<file path="config.mk">
export PLATFORM = sky130hd
export DESIGN_NAME = seg7_scan_driver
export DESIGN_NICKNAME = d
export VERILOG_FILES = /design/src/rtl/seg7_scan_driver_pkg.sv /design/src/rtl/seg7_scan_driver_bcd_to_seg7.sv /design/src/rtl/seg7_scan_driver.sv
export SDC_FILE = /design/constraint.sdc
export NUM_CORES = 1
export LEC_CHECK = 0
export CAP_MARGIN = 25
export CORE_UTILIZATION = 40
export DETAILED_ROUTE_END_ITERATION = 16
export DONT_BUFFER_PORTS = 1
export GPL_TIMING_DRIVEN = 0
export SLEW_MARGIN = 20
export SYNTH_ARGS = -nofsm -noshare
export SYNTH_HDL_FRONTEND = slang
export SYNTH_SLANG_ARGS = --single-unit
</file>
<file path="constraint.sdc">
create_clock -name clk -period 2.6 [get_ports clk]
set_clock_uncertainty 0.15 [all_clocks]
set_input_delay 0.13 -clock clk [delete_from_list [all_inputs] [get_ports clk]]
set_output_delay 0.13 -clock clk [all_outputs]
set_load 0.05 [all_outputs]
</file>
<file path="src/rtl/seg7_scan_driver_pkg.sv">
// Shared constants for the multiplexed 7-segment scan driver: active-low segment codes, digit count.
// Pure definitions; no latency and no flow control.
package seg7_scan_driver_pkg;

    localparam int DIGITS = 4;
    localparam int IDX_W  = $clog2(DIGITS);

    // Segment patterns are {g,f,e,d,c,b,a}, active low.
    localparam logic [6:0] SEG_0     = 7'h40;
    localparam logic [6:0] SEG_1     = 7'h79;
    localparam logic [6:0] SEG_2     = 7'h24;
    localparam logic [6:0] SEG_3     = 7'h30;
    localparam logic [6:0] SEG_4     = 7'h19;
    localparam logic [6:0] SEG_5     = 7'h12;
    localparam logic [6:0] SEG_6     = 7'h02;
    localparam logic [6:0] SEG_7     = 7'h78;
    localparam logic [6:0] SEG_8     = 7'h00;
    localparam logic [6:0] SEG_9     = 7'h10;
    localparam logic [6:0] SEG_DASH  = 7'h3F;
    localparam logic [6:0] SEG_BLANK = 7'h7F;

endpackage

</file>
<file path="src/rtl/seg7_scan_driver_bcd_to_seg7.sv">
// BCD nibble to active-low 7-segment pattern; codes A-F render as a dash.
// Purely combinational, zero latency; no flow control.
module bcd_to_seg7
    import seg7_scan_driver_pkg::*;
(
    input  logic [3:0] code,
    output logic [6:0] seg
);

    always_comb begin
        seg = SEG_DASH;
        case (code)
            4'd0:    seg = SEG_0;
            4'd1:    seg = SEG_1;
            4'd2:    seg = SEG_2;
            4'd3:    seg = SEG_3;
            4'd4:    seg = SEG_4;
            4'd5:    seg = SEG_5;
            4'd6:    seg = SEG_6;
            4'd7:    seg = SEG_7;
            4'd8:    seg = SEG_8;
            4'd9:    seg = SEG_9;
            default: seg = SEG_DASH;
        endcase
    end

endmodule

</file>
<file path="src/rtl/seg7_scan_driver.sv">
// Scans a 4-digit BCD value onto a common-anode display, one digit per DIV-cycle slot, snapshotting per frame.
// Outputs lag the digit index by one cycle; no backpressure, the scan free-runs.
module seg7_scan_driver
    import seg7_scan_driver_pkg::*;
#(
    parameter int DIV = 50000
) (
    input  logic        clk,
    input  logic        rst,
    input  logic        en,
    input  logic        lzb,
    input  logic [3:0]  dp,
    input  logic [15:0] bcd_in,
    output logic [3:0]  an,
    output logic [6:0]  seg,
    output logic        dp_n,
    output logic        frame
);

    localparam int            CW       = $clog2(DIV);
    localparam logic [CW-1:0] CNT_LAST = CW'(DIV - 1);

    logic [CW-1:0]    cnt_q, cnt_d;
    logic [IDX_W-1:0] idx_q, idx_d;
    logic [15:0]      snap_q, snap_d;
    logic [3:0]       an_q, an_d;
    logic [6:0]       seg_q, seg_d;
    logic             dp_n_q, dp_n_d;
    logic             frame_q, frame_d;

    logic              tick;
    logic              last_digit;
    logic [3:0]        cur_code;
    logic [6:0]        cur_seg;
    logic [DIGITS-1:0] zero_from;

    assign tick       = (cnt_q == CNT_LAST);
    assign last_digit = (idx_q == IDX_W'(DIGITS - 1));
    assign cur_code   = snap_q[{idx_q, 2'b00} +: 4];

    bcd_to_seg7 u_dec (
        .code (cur_code),
        .seg  (cur_seg)
    );

    // zero_from[i]: snapshot digits i..3 are all zero; A-F never counts as zero.
    always_comb begin
        zero_from = '0;
        zero_from[DIGITS-1] = (snap_q[4*(DIGITS-1) +: 4] == 4'h0);
        for (int i = DIGITS - 2; i >= 0; i--) begin
            zero_from[i] = zero_from[i+1] && (snap_q[4*i +: 4] == 4'h0);
        end
    end

    always_comb begin
        cnt_d   = tick ? '0 : cnt_q + 1'b1;
        idx_d   = tick ? idx_q + 1'b1 : idx_q;
        snap_d  = (tick && last_digit) ? bcd_in : snap_q;
        frame_d = tick && last_digit;
    end

    always_comb begin
        an_d   = en ? ~(4'b0001 << idx_q) : 4'b1111;
        dp_n_d = ~dp[idx_q];
        seg_d  = cur_seg;
        if (lzb && (idx_q != '0) && zero_from[idx_q]) begin
            seg_d = SEG_BLANK;
        end
    end

    always_ff @(posedge clk or posedge rst) begin
        if (rst) begin
            cnt_q   <= '0;
            idx_q   <= '0;
            snap_q  <= 16'h0000;
            an_q    <= 4'b1111;
            seg_q   <= SEG_BLANK;
            dp_n_q  <= 1'b1;
            frame_q <= 1'b0;
        end else begin
            cnt_q   <= cnt_d;
            idx_q   <= idx_d;
            snap_q  <= snap_d;
            an_q    <= an_d;
            seg_q   <= seg_d;
            dp_n_q  <= dp_n_d;
            frame_q <= frame_d;
        end
    end

    assign an    = an_q;
    assign seg   = seg_q;
    assign dp_n  = dp_n_q;
    assign frame = frame_q;

endmodule

</file>
==> out/metrics.yaml, run 1 <==
status: "complete, no violations"
post-cts-setup-buffers: 0
synth_top_area_share: 0.377
cts_htree_levels: 2
grt_start_max_net_pins: 32
fin_crit_sh: 0.832
placed_cell_area_mm2: 0.00243
num_rows: 27
fin_area_mm2: 0.00272
grt_pass1_wl_mm: 7.78
ys_types: 41
clk_path_buf_depth: 2
avgSynthCellArea_um2: 12.2
ys_warn_count: 0
dpl.hpwl_mm: 3.19
cts_sinks: 47
power_density_mw_per_mm2: 494
cts_root_buffer: "clkbuf_8"
peakVddDrop_uv: 246
crit_fanout: 10
ctsHoldBuffers: 20
dr_wl_met3_um: 140
post-place-ws_ps: 450
period_needed_ps: 2160
diodes: 0
max_slew_margin: 0.683
grt-ovfl-total: 0
ys_top_cells_by_area: "dfrtp_1, dfstp_2, mux2_4"
synth_seq_area_share: 0.512
antenna_found_initial: 0
synthArstFlopShare: 1.00
drive_gt1_frac: 0.242
multi_input_area_mm2: 0.00104
die_w_um: 78.2
holdCritPathClass: "in2reg"
grtUsageTotal: 0.165
critPathCaptureType: "flop"
synthTopCellsByCount: "dfrtp_1, nand2_1, dfstp_2, inv_1, nor2_1"
cts.clk_slew.worst_paths_ps: 80
drv_cap: 0
fillCellCount: 515
report.final.hold_viol_count: 0
ant_nets: 0
setup_ws_ps: 438
required_ps: 2640
drt_iter0_markers: 54
cts_buffers: 5
post_drt_via_cell_ratio: 5.11
gp_congestion: 0.772
synth-edff-count: 0
synthCells: 190
nets: 252
rsz0062_at_grt: "no"
yosys.cell_count.top_type: "dfrtp_1"
first_pass_iters: 4
worstSetupPathType: "reg2reg"
tightestPinTransition_ps: 476
die-area_mm2: 0.00612
pin_count: 37
ys_ff_latch: 47
highest_layer: "met4"
startpoint_type: "flop"
core_mm2: 0.00554
synth_area_mm2: 0.00232
finalMaxSlewViolations: 0
area_delta_synth_final_pct: 16.8
dr_wl_met2_mm: 2.01
synth_top_cell_by_area: "dfrtp_1"
cellLeakagePower_nw: 1.20
grt_pass1_vias: 1580
setup_viol: 0
synth_nets: 224
cp.arrival_ps: 2200
cts_tree: "done"
wl_met1_mm: 2.19
drcViolationCount: 0
cts_resized: 0
wl_mm: 4.40
initial_core_util: 0.420
max_freq_mhz: 462
fin_tns_setup_ps: 0
insertion_delay_ps: 300
ys.flop_type: "dfrtp_1"
wl_per_cell_um: 15.1
die_h_um: 78.2
seq_area_mm2: 0.00119
port_buffers: 0
via_count: 1488
-- report_power, final --
group | internal (mW) | leakage [nW] | switching (mW)
sequential | 0.764 | 0.564 | 0.0546
combinational | 0.0541 | 0.592 | 0.0417
clock | 0.189 | 0.0422 | 0.237
total | 1.01 | 1.20 | 0.334
-- worst paths after layout --
path,slack (ps),start,cells past startpoint,end
worst min register to register,310,cnt_q[0]$_DFF_PP0_,1,cnt_q[0]$_DFF_PP0_
worst max-delay path,440,cnt_q[0]$_DFF_PP0_,7,snap_q[5]$_DFFE_PP0P_
min in group asynchronous,100,rst,2,cnt_q[14]$_DFF_PP0_
worst min-delay path,7,lzb,3,seg[2]$_DFF_PP1_
max in group asynchronous,1720,rst,3,snap_q[4]$_DFFE_PP0P_
worst max register to register,440,cnt_q[0]$_DFF_PP0_,7,snap_q[5]$_DFFE_PP0P_
-- critical path: stages, from the launching register on --
cell and delay [ps]:
dfrtp_1 400, ha_1 270, and3_1 250, and4_1 190, buf_4 160, nand2_4 120
buf_6 190, mux2_4 310
-- final cells by class --
cell class                 instances  share of cell area
tap                               72              0.0332
timing repair buffer              21              0.0811
inverter                          12              0.0166
sequential                        47               0.439
multi-input combinational        124               0.384
clock inverter                     1             0.00184
buffer                             7              0.0170
clock buffer                       7              0.0281
-- placed cells by master (no fill, tap or decap), drive strengths merged, types with 2 or more instances in the layout --
master | netlist | final
and4bb | 2 | 2
xor2 | 6 | 6
xnor2 | 6 | 6
inv | 12 | 12
nor2 | 11 | 11
and2 | 3 | 3
mux2 | 17 | 17
o21ai | 8 | 8
buf | 4 | 5
nor4 | 5 | 5
a21oi | 4 | 4
nand3 | 5 | 5
clkbuf | 3 | 10
and3 | 3 | 3
ha | 10 | 10
dfstp | 12 | 12
mux4 | 5 | 5
dfrtp | 35 | 35
nor2b | 2 | 2
o21bai | 2 | 2
and4 | 4 | 4
dlygate4sd3 | 0 | 20
nand4 | 5 | 5
or4 | 2 | 2
nand2 | 14 | 14
-- per-stage QoR --
| stage | power (mW) | utilization | cells | hold slack, ps |
|---|---|---|---|---|
| after CTS | 1.37 | 0.490 | 291 | 6.27 |
| after global placement | 0.899 | 0.436 | 262 | 23.5 |
| final | 1.34 | 0.490 | 291 | 6.58 |
| after global routing | 1.40 | 0.490 | 291 | 47.7 |
| after detailed placement | 0.905 | 0.439 | 263 | -142 |
| after floorplan | 0.884 | - | 190 | 19.3 |
-- logic make-up (layout without fill, tap and decap cells) --
kind of cell | after synthesis | after routing | synth area share
compound gates | 18 | 18 | 0.0452
xor+xnor | 12 | 12 | 0.0452
fa+ha+maj | 10 | 10 | 0.0538
buf+inv | 19 | 48 | 0.0393
flops | 47 | 47 | 0.512
mux | 22 | 22 | 0.147
simple gates | 62 | 62 | 0.157
-- flip-flops by register name, indices dropped and copies added, names as in the netlist --
| signal | flops |
|---|---|
| an | 4 |
| cnt_q | 16 |
| dp_n | 1 |
| frame | 1 |
| idx_q | 2 |
| seg | 7 |
| snap_q | 16 |
-- layer usage --
layer	global-route usage	vias to the layer above
li1	-	722
met1	0.225	729
met2	0.262	31
met3	0.0326	6
met4	0.0556	0
met5	0	-
Note: power is estimated with default switching activity, not from simulation.
==> run 2, diff against run 1 <==
clock period = 2.1 ns   (was 2.6 ns; I/O delays follow)
==> run 2 against run 1 <==
  * Fmax increased by 7.0%
  * First-iteration DRC count is 11% lower
  * Setup slack lost 360 ps
  * Wire length grew 1.8%
  * Final area grew 1.4%
  * Final cell count rose by 0.34%
==> out/metrics.yaml, run 2 (synthesis results as in run 1) <==
status: "complete, no violations"
cts_htree_levels: 2
fin_crit_sh: 0.962
critPathCaptureType: "flop"
ant_nets: 0
dpl.hpwl_mm: 3.19
cts_tree: "done"
nets: 253
report.final.hold_viol_count: 0
max_freq_mhz: 495
rsz0062_at_grt: "no"
die-area_mm2: 0.00612
diodes: 0
seq_area_mm2: 0.00119
cts.clk_slew.worst_paths_ps: 80
finalMaxSlewViolations: 0
drcViolationCount: 0
fillCellCount: 506
wl_mm: 4.48
holdCritPathClass: "in2async"
final_common_cell: "dfrtp_1"
first_pass_iters: 4
insertion_delay_ps: 300
post_drt_via_cell_ratio: 5.18
die_w_um: 78.2
multi_input_area_mm2: 0.00106
tightestPinTransition_ps: 439
drive_gt1_frac: 0.264
dp.cells: 263
clk_path_buf_depth: 2
cts_sinks: 47
worstSetupPathType: "reg2reg"
setup_ws_ps: 79.4
cts_buffers: 5
setup_viol: 0
grt_start_max_net_pins: 32
grt_pass1_wl_mm: 7.78
period_needed_ps: 2020
grtUsageTotal: 0.165
gp_congestion: 0.772
peakVddDrop_uv: 303
design_power_total_mw: 1.66
crit_fanout: 10
die_h_um: 78.2
startpoint_type: "flop"
cellLeakagePower_nw: 1.21
drt_iter0_markers: 48
grt_pass1_vias: 1584
num_rows: 27
fin_tns_setup_ps: 0
initial_core_util: 0.420
grt-ovfl-total: 0
post-place-ws_ps: -49.9
wl_per_cell_um: 15.4
max_slew_margin: 0.707
drv_cap: 0
port_buffers: 0
power_density_mw_per_mm2: 603
required_ps: 2140
cp.arrival_ps: 2060
cts_root_buffer: "clkbuf_8"
antenna_found_initial: 0
pin_count: 37
via_count: 1512
core_mm2: 0.00554
final_cell_mix: "dfrtp_1, dlygate4sd3_1, nand2_1"
stdcell_count: 292
post-cts-setup-buffers: 0
area_delta_synth_final_pct: 18.5
run 2: routing by layer:
| layer | track usage | share of wire | wire length (µm) | vias to the layer above |
|---|---|---|---|---|
| li1 | - | - | - | 725 |
| met1 | 0.225 | 0.48 | 2140 | 743 |
| met2 | 0.261 | 0.47 | 2110 | 37 |
| met3 | 0.0326 | 0.037 | 166 | 7 |
| met4 | 0.0556 | 0.015 | 68 | 0 |
| met5 | 0 | 0 | 0 | - |
run 2: worst paths after layout:
check                               startpoint                     to  slack (ps)  cells past startpoint
max                         cnt_q[0]$_DFF_PP0_  snap_q[5]$_DFFE_PP0P_          80                      7
min                                        rst    cnt_q[14]$_DFF_PP0_          80                      2
max reg2reg                 cnt_q[0]$_DFF_PP0_  snap_q[5]$_DFFE_PP0P_          80                      7
min reg2reg                cnt_q[10]$_DFF_PP0_    cnt_q[10]$_DFF_PP0_         360                      1
max in group asynchronous                  rst  snap_q[4]$_DFFE_PP0P_        1240                      3
min in group clk                            en        an[0]$_DFF_PP1_         310                      2
run 2: worst max-delay path, stage by stage, from the launching register on:
cell	delay, ps
dfrtp_1	440
ha_4	200
and3_4	190
and4_1	170
buf_4	160
nand2_4	130
buf_12	160
mux2_4	300
run 2: what timing repair did:
action,in CTS,in global routing
endpoints found under the setup margin,10,24
pin swaps,0,0
gates resized for setup,2,8
hold endpoints to repair,70,0
hold buffers,21,0
gates cloned,0,0
run 2: area by class of cell:
type / instances / area share
well taps: 72 / 0.0327
repair buffers: 22 / 0.0836
plain buffers: 7 / 0.0209
clock inverters: 1 / 0.00182
clock buffers: 7 / 0.0277
multi-input cells: 124 / 0.385
inverters: 12 / 0.0163
flip-flops and latches: 47 / 0.432
run 2: stage by stage:
stage | area (µm²) | util | hold WS, ps
after floorplan | 2320 | - | -5.69
after global placement | 2410 | 0.436 | -1.49
after detailed placement | 2430 | 0.439 | -167
after CTS | 2730 | 0.493 | 80.6
after global routing | 2760 | 0.497 | 103
final | 2760 | 0.497 | 78.9
run 2: where the power goes:
group	switching, mW	internal [mW]	total (mW)
registers	0.0682	0.946	1.01
logic	0.0523	0.0683	0.121
clock network	0.292	0.234	0.526
